<file path="src/rtl/lif_neuron_array.sv">
// Time-multiplexed leaky integrate-and-fire neuron array.
// Events accumulate per neuron, then one neuron is updated per cycle, and the spike vector is published.
module lif_neuron_array #(
  parameter int NUM_NEURONS  = 16,
  parameter int POTENT_WIDTH = 16,
  parameter int FRAC_BITS    = 8,
  parameter int REFRAC_LEN   = 5,
  parameter int POTENT_REST  = 0,
  parameter int POTENT_RESET = 0,
  parameter int THETA_INC    = 'h0010,
  parameter int INHIB_EN     = 1
) (
  input  logic                                   clk,
  input  logic                                   rst,
  input  logic                                   ev_valid,
  output logic                                   ev_ready,
  input  logic [$clog2(NUM_NEURONS)-1:0]         ev_nrn,
  input  logic signed [POTENT_WIDTH-1:0]         ev_weight,
  input  logic                                   ev_last,
  input  logic signed [POTENT_WIDTH-1:0]         leak_coef,
  input  logic signed [POTENT_WIDTH-1:0]         potent_thres,
  input  logic signed [POTENT_WIDTH-1:0]         inhib_weight,
  output logic [NUM_NEURONS-1:0]                 spike_out,
  output logic                                   spike_valid,
  output logic                                   drop_err
);

  // state    | meaning
  // S_ACCUM  | accept synaptic events into acc[]; wait one cycle after the last event
  // S_UPDATE | process neuron r_idx (leak, integrate, fire), one per cycle
  // S_OUT    | one-cycle spike_valid pulse, spike_out holds the new vector

  localparam int W     = POTENT_WIDTH;
  localparam int IDX_W = $clog2(NUM_NEURONS);
  localparam int XW    = 2 * W + 4;

  localparam logic signed [W-1:0]  C_REST      = W'(POTENT_REST);
  localparam logic signed [W-1:0]  C_RESET     = W'(POTENT_RESET);
  localparam logic signed [W-1:0]  C_THETA_INC = W'(THETA_INC);
  localparam logic [3:0]           C_REFRAC    = 4'(REFRAC_LEN);
  localparam logic signed [XW-1:0] SAT_MAX     = {{(XW-W+1){1'b0}}, {(W-1){1'b1}}};
  localparam logic signed [XW-1:0] SAT_MIN     = {{(XW-W+1){1'b1}}, {(W-1){1'b0}}};

  typedef enum logic [1:0] {S_ACCUM, S_UPDATE, S_OUT} state_t;

  function automatic logic signed [XW-1:0] ext(input logic signed [W-1:0] a);
    return {{(XW-W){a[W-1]}}, a};
  endfunction

  function automatic logic signed [W-1:0] sat(input logic signed [XW-1:0] x);
    if (x > SAT_MAX)      return SAT_MAX[W-1:0];
    else if (x < SAT_MIN) return SAT_MIN[W-1:0];
    else                  return x[W-1:0];
  endfunction

  state_t r_state, w_state_nxt;

  logic                   r_alive;
  logic                   r_last_pend;
  logic                   r_drop_err;
  logic [IDX_W-1:0]       r_idx;
  logic [NUM_NEURONS-1:0] r_spk_acc;
  logic [NUM_NEURONS-1:0] r_spike_out;

  logic signed [W-1:0] r_v     [NUM_NEURONS];
  logic signed [W-1:0] r_acc   [NUM_NEURONS];
  logic signed [W-1:0] r_theta [NUM_NEURONS];
  logic [3:0]          r_refr  [NUM_NEURONS];

  logic                   w_accept;
  logic                   w_in_range;
  logic                   w_idx_last;
  logic signed [W-1:0]    w_acc_sel;
  logic signed [W-1:0]    w_acc_sum;
  logic signed [W-1:0]    w_v_cur, w_acc_cur, w_theta_cur;
  logic [3:0]             w_refr_cur;
  logic signed [XW-1:0]   w_diff, w_prod, w_base, w_sum;
  logic signed [W-1:0]    w_leak, w_vnew, w_thr, w_inh;
  logic signed [W-1:0]    w_theta_inc, w_theta_dec;
  logic                   w_spike;
  logic [NUM_NEURONS-1:0] w_spk_vec;

  // Power-of-two arrays cannot address a missing neuron, so the range check folds away.
  if ((1 << IDX_W) == NUM_NEURONS) begin : g_idx_full
    assign w_in_range = 1'b1;
  end else begin : g_idx_part
    assign w_in_range = (ev_nrn < IDX_W'(NUM_NEURONS));
  end

  assign w_accept   = ev_valid && ev_ready;
  assign w_idx_last = (r_idx == IDX_W'(NUM_NEURONS - 1));

  always_comb begin
    w_acc_sel = '0;
    for (int i = 0; i < NUM_NEURONS; i++) begin
      if (ev_nrn == IDX_W'(i)) w_acc_sel = r_acc[i];
    end
  end

  assign w_acc_sum = sat(ext(w_acc_sel) + ext(ev_weight));

  assign w_v_cur     = r_v[r_idx];
  assign w_acc_cur   = r_acc[r_idx];
  assign w_theta_cur = r_theta[r_idx];
  assign w_refr_cur  = r_refr[r_idx];

  // Full-width leak product, arithmetic shift floors toward minus infinity.
  assign w_diff = ext(w_v_cur) - ext(C_REST);
  assign w_prod = w_diff * ext(leak_coef);
  assign w_leak = sat(w_prod >>> FRAC_BITS);

  assign w_inh = ((INHIB_EN != 0) && (|r_spike_out) && !r_spike_out[r_idx]) ? inhib_weight : '0;

  assign w_base = ext(w_leak) + ext(C_REST);
  assign w_sum  = w_base + ext(w_acc_cur) + ext(w_inh);
  assign w_vnew = (w_refr_cur == 4'd0) ? sat(w_sum) : sat(w_base);

  assign w_thr       = sat(ext(potent_thres) + ext(w_theta_cur));
  assign w_spike     = (w_refr_cur == 4'd0) && (w_vnew >= w_thr);
  assign w_theta_inc = sat(ext(w_theta_cur) + ext(C_THETA_INC));
  assign w_theta_dec = w_theta_cur - (w_theta_cur >>> 4);

  always_comb begin
    w_spk_vec        = r_spk_acc;
    w_spk_vec[r_idx] = w_spike;
  end

  always_ff @(posedge clk or negedge rst) begin
    if (!rst) r_state <= S_ACCUM;
    else      r_state <= w_state_nxt;
  end

  always_comb begin
    w_state_nxt = r_state;
    case (r_state)
      S_ACCUM:  if (r_last_pend) w_state_nxt = S_UPDATE;
      S_UPDATE: if (w_idx_last)  w_state_nxt = S_OUT;
      S_OUT:    w_state_nxt = S_ACCUM;
      default:  w_state_nxt = S_ACCUM;
    endcase
  end

  // Ready closes once the final event is in, so the step boundary stays clean.
  always_comb begin
    ev_ready    = 1'b0;
    spike_valid = 1'b0;
    case (r_state)
      S_ACCUM: ev_ready    = r_alive && !r_last_pend;
      S_OUT:   spike_valid = 1'b1;
      default: ;
    endcase
  end

  always_ff @(posedge clk or negedge rst) begin
    if (!rst) begin
      r_alive     <= 1'b0;
      r_last_pend <= 1'b0;
      r_drop_err  <= 1'b0;
      r_idx       <= '0;
      r_spk_acc   <= '0;
      r_spike_out <= '0;
      for (int i = 0; i < NUM_NEURONS; i++) begin
        r_v[i]     <= C_REST;
        r_acc[i]   <= '0;
        r_theta[i] <= '0;
        r_refr[i]  <= '0;
      end
    end else begin
      r_alive <= 1'b1;
      if (w_accept) begin
        if (w_in_range) begin
          for (int i = 0; i < NUM_NEURONS; i++) begin
            if (ev_nrn == IDX_W'(i)) r_acc[i] <= w_acc_sum;
          end
        end else begin
          r_drop_err <= 1'b1;
        end
        if (ev_last) r_last_pend <= 1'b1;
      end
      if (r_state == S_ACCUM && r_last_pend) r_last_pend <= 1'b0;
      if (r_state == S_UPDATE) begin
        r_acc[r_idx] <= '0;
        r_spk_acc    <= w_spk_vec;
        if (w_spike) begin
          r_v[r_idx]     <= C_RESET;
          r_refr[r_idx]  <= C_REFRAC;
          r_theta[r_idx] <= w_theta_inc;
        end else begin
          r_v[r_idx]     <= w_vnew;
          r_theta[r_idx] <= w_theta_dec;
          if (w_refr_cur != 4'd0) r_refr[r_idx] <= w_refr_cur - 4'd1;
        end
        if (w_idx_last) begin
          r_idx       <= '0;
          r_spike_out <= w_spk_vec;
        end else begin
          r_idx <= r_idx + IDX_W'(1);
        end
      end
    end
  end

  assign spike_out = r_spike_out;
  assign drop_err  = r_drop_err;

endmodule
</file>
<file path="config.mk">
export PLATFORM = sky130hd
export DESIGN_NAME = lif_neuron_array
export DESIGN_NICKNAME = d
export VERILOG_FILES = /design/src/rtl/lif_neuron_array.sv
export SDC_FILE = /design/constraint.sdc
export NUM_CORES = 2
export LEC_CHECK = 0
export ABC_AREA = 1
export CAP_MARGIN = 10
export CELL_PAD_IN_SITES_DETAIL_PLACEMENT = 1
export CELL_PAD_IN_SITES_GLOBAL_PLACEMENT = 1
export CORE_ASPECT_RATIO = 0.75
export CORE_MARGIN = 3
export CORE_UTILIZATION = 50
export CTS_BUF_LIST = sky130_fd_sc_hd__clkbuf_4
export DETAILED_ROUTE_END_ITERATION = 8
export GPL_TIMING_DRIVEN = 0
export PLACE_DENSITY_LB_ADDON = 0.1
export SLEW_MARGIN = 40
export SYNTH_ARGS = -nofsm -noshare
export SYNTH_HDL_FRONTEND = slang
export SYNTH_SLANG_ARGS = --single-unit
</file>
<file path="constraint.sdc">
create_clock -name clk -period 25.1 [get_ports clk]
set_clock_uncertainty 0.2 [all_clocks]
set_input_delay 3.765 -clock clk [delete_from_list [all_inputs] [get_ports clk]]
set_output_delay 3.765 -clock clk [all_outputs]
set_load 0.05 [all_outputs]
</file>
==> results.md <==
* Clock transition at path regs at approximately 0.07 ns
* # IOs at 91
* Post-synthesis sequential area ratio at a little under two fifths
* CTS tree: done
* Share of flip-flops with an asynchronous set or reset at between 90% and 100%
* Worst Path Arrival at 21.21 ns
* Inserted Clock Buffers at between 200 and 250
* #FFs+latches synth at around 870
* Synth top cells by count: nand2_1 (1187), nor2_1 (1079), inv_1 (876), dfrtp_1 (871), o21ai_0 (820)
* Status: finished, final reports clean
* P&R area growth vs syn at 10.66%
* Largest cells by area after synthesis: dfrtp_1 (37%), fa_1 (9.6%), nand2_1 (7.6%)
* Synth area leader: dfrtp_1
* Setup crit end kind: flip-flop
* PostCTS Resize Cnt at 0
* Routed Antenna Nets at 0
* TritonCTS Sinks at ~870
* Top cell by count, worst path: nand2_1
* Max_slew headroom at 33.35%
* Initial core utilization at around half
* Kind of critical path: flip-flop to flip-flop
* Achievable Freq at around 49 MHz
* Dpl ws at 6.062 ns
* # setup viols final at 0
* Worst Setup SP: r_idx[1]$_DFFE_PN0P_
* Antenna violations before repair at 18
* WL final at a little under 300000 um
* Crit Reg-Reg Endpoint: r_v[245]$_DFFE_PN0P_
* Final WS setup at around 4.8 ns
* Ys Warns at 0
* Total negative slack at 0 ns
* Avg WL per Cell at approximately 30 um
* Clk root buf: clkbuf_4
* Worst Hold End: r_v[226]$_DFFE_PN0P_
* DRC errors left at 0
* Mapped Area at just under 60000 um^2
* Cell variety after synth at a little under 70
* H-tree depth at 4
* Clk Latency, worst-skew pair at 1.35 ns
* Critical path's slowest cell: nor2_1
* Unrepaired setup endpoints after global routing: no
* Total gr overflow at 0
* First-pass GRT wire length at between 400000 and 500000 um
* EDFF count, synth at 0
* Reg-to-reg startpoint: r_idx[1]$_DFFE_PN0P_
* Share of cells above drive strength 1 at 9.496%
* Die X-Extent at 401.8 um
* Via density at 6.551
* Hold_buf cts at 0
* Filler cell count at around 15000
* Reg area at between 20000 and 25000 um^2
* Worst Path Max Fanout at 10
* Vias in the first global route at ~62000
* DP HPWL at between 200000 and 250000 um
* Syn avg cell area at slightly below 8 um^2
* GRT Total Usage at ~48%
* Via count at around 64000
* Top-count cell post-synth: nand2_1
* GP Congestion at between 1 and 1.5
* Multi-input logic area at 31260 um^2
* Placed cells at 9290
* Detailed Route Iter0 Violations at 9836
* Period minus WS final at roughly 20 ns
* Worst reg-to-reg path cell count at 73
* Max clock buf depth at 3
* Crit path launch type: flip-flop
* Synth Net Count at 8162
* Min-delay src: r_v[226]$_DFFE_PN0P_
* First drt pass iteration count at 8
* Min-Delay Path Class: flip-flop to flip-flop
* Critical Path RT at 26.02 ns
* DIE AREA at approximately 120000 um^2
* Ys flop type: dfrtp_1
* Nets at 8500
* Worst-Margin Slew at around 1 ns
* Crit share post-route at between 80% and 90%
* Max_cap viols at 0
* Largest net degree at the start of global routing at around 110
* Yosys top cell area share at a little under two fifths
* Die outline height at about 300 um
* Setup bufs post-CTS at 0
* Port bufs at 88
* Final Hold Fails at 0
* Slowest Stage Delay on Critical Path at 0.66 ns
* Post-Layout Cell Count at 9699
* Hold Crit Depth at 2
* R2r setup slk at between 4 and 5 ns
* Row count at 108
* Core area at between 100000 and 150000 um^2
* Syn Inst Count at about 7600
* Max Transition Viols Final at 0
-- registers in the layout (all words and copies together), names as in the netlist --
signal	flops
r_state	2
r_refr	64
r_last_pend	1
spike_out	16
r_theta	256
r_alive	1
r_idx	4
r_spk_acc	15
r_v	256
r_acc	256
-- worst max-delay path, delay by kind of cell (launching register included) --
family          cells  cell delay [ns]
compound gates     17             4.21
fa+ha+maj          10             4.60
buf+inv            21             5.95
flops               1             0.57
simple gates       25             4.49
-- stage by stage --
step / area, um^2 / util, % / hold WS (ns)
finish: 65010 / 56.01 / 0.2830
global placement: 61550 / 53.03 / 0.2613
detailed placement: 62140 / 53.54 / 0.2687
CTS: 64930 / 55.94 / 0.2854
global route: 64970 / 55.97 / 0.3083
floorplan: 58740 / - / 0.2411
-- placed cells by master, fill, tap and decap left out, types with 161 or more instances in the layout --
cell type | synthesis | layout
dfrtp_1 | 871 | 871
nand2_1 | 1187 | 1187
nand3_1 | 252 | 252
clkbuf_4 | 1 | 338
nor2_1 | 1079 | 1068
fa_1 | 281 | 281
a21oi_1 | 800 | 800
o21ai_0 | 820 | 819
ha_1 | 167 | 167
clkbuf_1 | 276 | 202
a31oi_1 | 161 | 161
inv_1 | 876 | 876
-- routing by layer --
| layer | routed length, um | track usage [%] |
|---|---|---|
| met3 | 50930 | 22.91 |
| met4 | 15160 | 21.86 |
| met2 | 113800 | 63.11 |
| met5 | 472 | 1.676 |
| met1 | 115000 | 64.60 |
-- worst max path at each step --
stage | end | slack, ns | cells past startpoint
6_report | r_v[245]$_DFFE_PN0P_ | 4.80 | 73
5_1_grt | r_v[245]$_DFFE_PN0P_ | 4.34 | 76
4_1_cts | r_v[245]$_DFFE_PN0P_ | 5.92 | 75
3_5_place_dp | r_v[245]$_DFFE_PN0P_ | 6.06 | 75
3_3_place_gp | r_v[228]$_DFFE_PN0P_ | -21.11 | 1
2_1_floorplan | r_theta[154]$_DFFE_PN0P_ | 10.27 | 61
-- final cells by class --
type	instances	share of cell area, %
diodes	19	0.07314
plain buffers	504	3.917
clock buffers	337	3.892
clock inverters	52	0.3965
inverters	896	5.177
multi-input cells	5371	48.09
flip-flops and latches	871	33.53
well taps	1540	2.964
repair buffers	109	1.965
-- kinds of logic (layout without fill, tap and decap cells) --
group | Yosys count | count (layout) | share of synthesized area [%]
DFF | 871 | 871 | 37.10
AOI/OAI and AO/OA | 2179 | 2179 | 20.22
adders and majority gates | 448 | 448 | 13.13
buffers and inverters | 1400 | 1898 | 9.936
other | 2 | 21 | 0.01278
and+or+nand+nor | 2664 | 2664 | 18.42
xor gates and xnor gates | 78 | 78 | 1.176
Power is left out: the tool's default activity adds up to more than one toggle a clock period on the data nets, which glitch-free logic cannot reach.
